`config.mk`:
```
export PLATFORM = sky130hd
export DESIGN_NAME = lcd_write_sequencer
export DESIGN_NICKNAME = d
export VERILOG_FILES = /design/src/rtl/lcd_write_sequencer.sv
export SDC_FILE = /design/constraint.sdc
export NUM_CORES = 1
export LEC_CHECK = 0
export ABC_AREA = 0
export BUFFER_PORTS_ARGS = -buffer_cell sky130_fd_sc_hd__buf_2
export CORE_MARGIN = 2
export CORE_UTILIZATION = 55
export CTS_CLUSTER_SIZE = 25
export DETAILED_ROUTE_END_ITERATION = 16
export PLACE_DENSITY = 0.76
export SETUP_SLACK_MARGIN = 0.2
export SYNTH_ARGS = -nofsm -noshare
export SYNTH_HDL_FRONTEND = slang
export SYNTH_SLANG_ARGS = --single-unit
```
`constraint.sdc`:
```
create_clock -name clock -period 2.5 [get_ports clock]
set_clock_uncertainty 0.1 [all_clocks]
set_input_delay 0.25 -clock clock [delete_from_list [all_inputs] [get_ports clock]]
set_output_delay 0.25 -clock clock [all_outputs]
set_load 0.05 [all_outputs]
```
`src/rtl/lcd_write_sequencer.sv`:
```
// -----------------------------------------------------------------------------
// lcd_write_sequencer
//
// Owns every write to the HD44780-style character LCD. After reset it waits
// for the panel's power-on delay and sends the four init commands. It then
// drains a small FIFO of command/data bytes pushed by the processor. Each byte
// gets one setup cycle, an enable pulse and a post-pulse busy wait. Clear and
// home commands (0x01/0x02 with rs=0) get the long wait.
//
// Ports:
//   clock      system clock, rising edge
//   resetn     asynchronous active-low reset
//   wr_en      push request (sampled on the clock edge)
//   wr_data    byte to queue
//   wr_rs      0 = command byte, 1 = character byte
//   wr_full    FIFO full (combinational)
//   busy       sequencer not idle or FIFO non-empty (combinational)
//   init_done  power-on init sequence finished
//   overflow   sticky: a push arrived while the FIFO was full
//   lcd_data   LCD data bus
//   lcd_rs     LCD register select
//   lcd_rw     LCD read/write, always write
//   lcd_en     LCD enable strobe
//   lcd_on     LCD power
//   lcd_blon   LCD backlight
// -----------------------------------------------------------------------------
module lcd_write_sequencer #(
   parameter int INIT_WAIT  = 750000,
   parameter int EN_PULSE   = 12,
   parameter int CMD_WAIT   = 2000,
   parameter int CLEAR_WAIT = 82000,
   parameter int FIFO_AW    = 3
) (
   input  logic       clock,
   input  logic       resetn,
   input  logic       wr_en,
   input  logic [7:0] wr_data,
   input  logic       wr_rs,
   output logic       wr_full,
   output logic       busy,
   output logic       init_done,
   output logic       overflow,
   output logic [7:0] lcd_data,
   output logic       lcd_rs,
   output logic       lcd_rw,
   output logic       lcd_en,
   output logic       lcd_on,
   output logic       lcd_blon
);

   localparam int                 DEPTH      = 1 << FIFO_AW;
   localparam logic [FIFO_AW:0]   DEPTH_C    = (FIFO_AW + 1)'(DEPTH);
   localparam logic [FIFO_AW:0]   COUNT_ZERO = (FIFO_AW + 1)'(0);
   localparam logic [FIFO_AW:0]   COUNT_ONE  = (FIFO_AW + 1)'(1);
   localparam logic [FIFO_AW-1:0] PTR_ONE    = FIFO_AW'(1);
   // Counters compare against N-1 so that a value N lasts exactly N cycles.
   localparam logic [23:0]        INIT_LAST  = 24'(INIT_WAIT - 1);
   localparam logic [23:0]        EN_LAST    = 24'(EN_PULSE - 1);
   localparam logic [23:0]        CMD_LAST   = 24'(CMD_WAIT - 1);
   localparam logic [23:0]        CLEAR_LAST = 24'(CLEAR_WAIT - 1);

   typedef enum logic [2:0] {
      ST_INIT_DELAY = 3'd0,
      ST_IDLE       = 3'd1,
      ST_SETUP      = 3'd2,
      ST_PULSE      = 3'd3,
      ST_WAIT       = 3'd4
   } state_t;

   // Power-on command ROM: function set, display on, clear, entry mode.
   function automatic logic [7:0] init_byte(input logic [1:0] idx);
      logic [7:0] b;
      case (idx)
         2'd0:    b = 8'h38;
         2'd1:    b = 8'h0C;
         2'd2:    b = 8'h01;
         2'd3:    b = 8'h06;
         default: b = 8'h00;
      endcase
      return b;
   endfunction

   // FIFO storage, {rs, data} per entry
   logic [8:0]         mem_r [DEPTH];
   logic [FIFO_AW-1:0] wr_ptr_r;
   logic [FIFO_AW-1:0] rd_ptr_r;
   logic [FIFO_AW:0]   count_r;
   logic               push_s;
   logic               pop_s;
   logic [8:0]         head_s;

   // Sequencer state and its next-state values
   state_t      state_r,     state_n_s;
   logic [23:0] cnt_r,       cnt_n_s;
   logic [1:0]  idx_r,       idx_n_s;
   logic [7:0]  lcd_data_r,  data_n_s;
   logic        lcd_rs_r,    rs_n_s;
   logic        lcd_en_r,    en_n_s;
   logic        init_done_r, done_n_s;
   logic        overflow_r;
   logic        lcd_on_r;
   logic [23:0] wait_last_s;

   // Fullness uses the count before this edge, so a same-edge pop never
   // makes room for a push.
   assign wr_full = (count_r == DEPTH_C);
   assign push_s  = wr_en & ~wr_full;
   assign head_s  = mem_r[rd_ptr_r];
   assign busy    = (state_r != ST_IDLE) || (count_r != COUNT_ZERO);

   // The wait length follows the byte that is currently on the bus.
   assign wait_last_s = (!lcd_rs_r && ((lcd_data_r == 8'h01) || (lcd_data_r == 8'h02)))
                        ? CLEAR_LAST : CMD_LAST;

   assign init_done = init_done_r;
   assign overflow  = overflow_r;
   assign lcd_data  = lcd_data_r;
   assign lcd_rs    = lcd_rs_r;
   assign lcd_rw    = 1'b0;
   assign lcd_en    = lcd_en_r;
   assign lcd_on    = lcd_on_r;
   assign lcd_blon  = lcd_on_r;

   // FIFO storage write; contents need no reset because the pointers gate them
   always_ff @(posedge clock) begin
      if (push_s) begin
         mem_r[wr_ptr_r] <= {wr_rs, wr_data};
      end
   end

   // Sequencer next-state, bus load and enable strobe decode
   always_comb begin
      state_n_s = state_r;
      cnt_n_s   = cnt_r;
      idx_n_s   = idx_r;
      data_n_s  = lcd_data_r;
      rs_n_s    = lcd_rs_r;
      en_n_s    = 1'b0;
      done_n_s  = init_done_r;
      pop_s     = 1'b0;
      case (state_r)
         ST_INIT_DELAY: begin
            if (cnt_r == INIT_LAST) begin
               cnt_n_s   = 24'd0;
               data_n_s  = init_byte(idx_r);
               rs_n_s    = 1'b0;
               state_n_s = ST_SETUP;
            end else begin
               cnt_n_s = cnt_r + 24'd1;
            end
         end
         ST_IDLE: begin
            if (count_r != COUNT_ZERO) begin
               pop_s     = 1'b1;
               rs_n_s    = head_s[8];
               data_n_s  = head_s[7:0];
               state_n_s = ST_SETUP;
            end else begin
               state_n_s = ST_IDLE;
            end
         end
         ST_SETUP: begin
            en_n_s    = 1'b1;
            cnt_n_s   = 24'd0;
            state_n_s = ST_PULSE;
         end
         ST_PULSE: begin
            if (cnt_r == EN_LAST) begin
               cnt_n_s   = 24'd0;
               state_n_s = ST_WAIT;
            end else begin
               en_n_s  = 1'b1;
               cnt_n_s = cnt_r + 24'd1;
            end
         end
         ST_WAIT: begin
            if (cnt_r == wait_last_s) begin
               cnt_n_s = 24'd0;
               if (init_done_r) begin
                  state_n_s = ST_IDLE;
               end else if (idx_r == 2'd3) begin
                  done_n_s  = 1'b1;
                  state_n_s = ST_IDLE;
               end else begin
                  // Next init command goes straight to setup, no idle cycle.
                  idx_n_s   = idx_r + 2'd1;
                  data_n_s  = init_byte(idx_r + 2'd1);
                  rs_n_s    = 1'b0;
                  state_n_s = ST_SETUP;
               end
            end else begin
               cnt_n_s = cnt_r + 24'd1;
            end
         end
         default: begin
            cnt_n_s   = 24'd0;
            state_n_s = ST_INIT_DELAY;
         end
      endcase
   end

   // State, FIFO bookkeeping and registered outputs
   always_ff @(posedge clock or negedge resetn) begin
      if (!resetn) begin
         state_r     <= ST_INIT_DELAY;
         cnt_r       <= 24'd0;
         idx_r       <= 2'd0;
         lcd_data_r  <= 8'h00;
         lcd_rs_r    <= 1'b0;
         lcd_en_r    <= 1'b0;
         init_done_r <= 1'b0;
         overflow_r  <= 1'b0;
         lcd_on_r    <= 1'b0;
         wr_ptr_r    <= {FIFO_AW{1'b0}};
         rd_ptr_r    <= {FIFO_AW{1'b0}};
         count_r     <= COUNT_ZERO;
      end else begin
         state_r     <= state_n_s;
         cnt_r       <= cnt_n_s;
         idx_r       <= idx_n_s;
         lcd_data_r  <= data_n_s;
         lcd_rs_r    <= rs_n_s;
         lcd_en_r    <= en_n_s;
         init_done_r <= done_n_s;
         overflow_r  <= overflow_r | (wr_en & wr_full);
         lcd_on_r    <= 1'b1;
         if (push_s) begin
            wr_ptr_r <= wr_ptr_r + PTR_ONE;
         end
         if (pop_s) begin
            rd_ptr_r <= rd_ptr_r + PTR_ONE;
         end
         case ({push_s, pop_s})
            2'b10:   count_r <= count_r + COUNT_ONE;
            2'b01:   count_r <= count_r - COUNT_ONE;
            default: count_r <= count_r;
         endcase
      end
   end

endmodule
```
==> run metrics <==
R2R setup slack=0.1 ns; I/O pin total=29; Peak Freq=416 MHz; CTS tree=built; CTS Buf Count=17; DP HPWL=8.83 mm; Distinct cells, synth=56; LEAKAGE=2.91 nW; post-route worst setup slack=0.0985 ns; DP Worst Slack=0.0375 ns; Die Height=107 µm; area of the mapped netlist=0.00589 mm²; Synth Flop Type=edfxtp_1; GRT overflow=0; Clock transition at path regs=0.06 ns; diode count=0; vias in the first global route=4165; unrepaired setup endpoints after global routing=yes; share of cells above drive strength 1=29.7%; Syn Inst Count=467; drt total wl=13.6 mm; vias per cell=5.97; critical path capture point=lcd_data[2]$_DFFE_PN0P_; # port buffers=27; Rel. slew slack=34.5%; reg2reg end=lcd_data[2]$_DFFE_PN0P_; Cell Rows=37; Worst VDD drop=844 µV; setup violators final=0; CTS Buffer Depth=2; final period utilization=96.1%; nets=575; FF+latch area=0.00347 mm²; crit path DAT=2.71 ns; initial drt markers=472; post-synthesis net count=493; FF-to-FF Start=cnt_r[21]$_DFFE_PN0N_; Least-Margin Pin Slew=0.978 ns; Min-Delay Path Class=input port to async pin; Root Driver=clkbuf_8; routed len/inst=19.4 µm; P per Cell Area=741 mW/mm²; Yosys reg bits=124; number of remaining DRC errors=0; initial antenna violation count=0; die area=0.0115 mm²; number of fill cells=705; CORE AREA=0.0104 mm²; run status=finished, final reports clean; max_cap viols=0; first-pass GRT wire length=21.7 mm; Crit. Startpoint=cnt_r[21]$_DFFE_PN0N_; Setup crit start kind=register; Hold Violations, Final=0; H-Tree Depth=4; DRT Pass-1 Iters=7; R2R depth=7; Async SR Flop Fraction=41.9%; GPL Wtd Cong=0.967; total global-route track usage=25.6%; Post-synth EDFFs=72; Seq/Total Area, Yosys=58.8%; area grow syn2layout=23.5%; Core Util, Final=70.1%; Slew Limit Fails=0; Via Count=4165; Syn Area/Cell=12.6 µm²; Crit. End Element=register; Syn. warnings=0; worst-path maximum fanout=5; CTS sink cnt=124; critical path class=register to register; pin count of the biggest net entering global routing=31; Final min period=2.40 ns; Pwr Total=5.39 mW; setup tns final=0 ns; footprint of the multi-input gates=0.00248 mm²; clk_lat worst skew=0.53 ns; Final ANT Viol Nets=0; Die Wd=107 µm; worst path required time=2.81 ns; initial core utilization=56.8%
==> kinds of logic after synthesis <==
kind of cell    synth area share [%]
mux                             11.2
buf+inv                         2.10
xor+xnor                        1.79
flops                           58.8
other cells                    0.128
fa+ha+maj                       3.10
compound gates                  9.25
simple gates                    13.6
==> worst max-delay path, cell delays in order (launching register included) <==
cell and delay (ns):
dfrtp_2 0.43, nor4_4 0.35, nand4_1 0.20, o41a_1 0.43
o21ai_4 0.11, buf_6 0.13, nand4b_4 0.16, mux2_4 0.35
==> sequential cells by signal, summed over array words and instances, names as in the netlist, 2 cells and up <==
register and count:
cnt_r 24, count_r 4, idx_r 2, lcd_data 8, mem_r 72, rd_ptr_r 3, state_r 3, wr_ptr_r 3
==> power breakdown <==
| part | switching [mW] | total (mW) | internal (mW) |
|---|---|---|---|
| clock network | 0.949 | 2.18 | 1.23 |
| logic | 0.373 | 0.654 | 0.281 |
| registers | 0.135 | 2.56 | 2.42 |
| total | 1.46 | 5.39 | 3.93 |
==> stage by stage <==
stage / cells / cell area, µm² / hold WS (ns)
after floorplan: 467 / 5920 / -0.146
after global placement: 638 / 6360 / 0.229
after detailed placement: 638 / 6360 / 0.225
after CTS: 688 / 7120 / 0.203
after global routing: 698 / 7270 / 0.256
final: 698 / 7270 / 0.199
==> per-layer routing <==
layer | GRT usage (%) | up-vias | routed length, µm
met5 | 0 | - | 0
met4 | 10.5 | 0 | 302
met3 | 7.51 | 31 | 1070
met2 | 38.1 | 169 | 6380
met1 | 35.5 | 2051 | 5820
li1 | - | 1914 | -
==> synthesized netlist by cell type (3+ instances only) <==
cell type	instances	area share (%)
a21oi_1	9	0.77
xor2_1	6	0.89
nor3_1	8	0.68
or3_1	3	0.32
nor2_1	37	2.4
xnor2_1	6	0.89
mux2i_1	11	1.9
dfrtp_1	52	22
nand4_1	7	0.74
o211ai_1	8	1.0
o21bai_1	3	0.38
nand2_1	54	3.4
and3_1	3	0.32
clkbuf_1	13	0.83
ha_1	13	2.8
a22o_1	3	0.45
a21o_1	6	0.77
nor2b_1	6	0.64
mux2_2	13	2.5
or2_2	5	0.53
nand2b_1	6	0.64
a22oi_1	5	0.64
nor4_1	5	0.53
edfxtp_1	72	37
inv_1	10	0.64
mux4_2	18	6.9
nand3_1	13	1.1
o21a_1	3	0.38
o22ai_1	7	0.74
o21ai_0	24	2.0
and2_1	5	0.53
buf_2	3	0.25
==> timing repair <==
item                                    CTS  global route
endpoints found under the setup margin   23            59
hold buffers                             11             0
setup buffers                             6            10
gates resized for setup                  13            20
hold endpoints to repair                101             0
pin swaps                                 7             9
cloned                                    1             0
==> how the worst min path moves through the flow <==
| stage | startpoint | end |
|---|---|---|
| after floorplan | resetn | cnt_r[0]$_DFFE_PN0N_ |
| after CTS | resetn | cnt_r[5]$_DFFE_PN0N_ |
| final | resetn | cnt_r[5]$_DFFE_PN0N_ |
| after detailed placement | resetn | cnt_r[5]$_DFFE_PN0N_ |
| after global routing | resetn | cnt_r[3]$_DFFE_PN0N_ |
| after global placement | resetn | cnt_r[5]$_DFFE_PN0N_ |
==> layout make-up <==
type	count	share of cell area, %
Clock inverter	15	1.57
Multi-Input combinational cell	314	34.1
Sequential cell	124	47.7
Inverter	10	0.516
Clock buffer	17	5.70
Timing Repair Buffer	82	8.07
Tap cell	136	2.34
==> placed cells by master (no fill, tap or decap), types with 4 or more instances in the layout <==
cell           instances
nand3_1               13
nor2_1                34
edfxtp_1              72
a21oi_1                8
a22oi_1                5
o21ai_0               22
o22ai_1                7
nor3_1                 7
buf_2                 27
dfrtp_2                4
o211ai_1               8
ha_1                  10
mux2_2                11
nand2_1               53
mux2i_1               11
or2_2                  5
dfrtp_1               48
nand4_1                7
a21o_1                 6
and2_1                 5
buf_4                 41
xnor2_1                6
dlygate4sd3_1         11
nand2b_1               6
mux4_2                18
inv_1                  8
clkbuf_16             16
nor2b_1                5
inv_6                  6
xor2_1                 6
(Power assumes the default switching activity.)
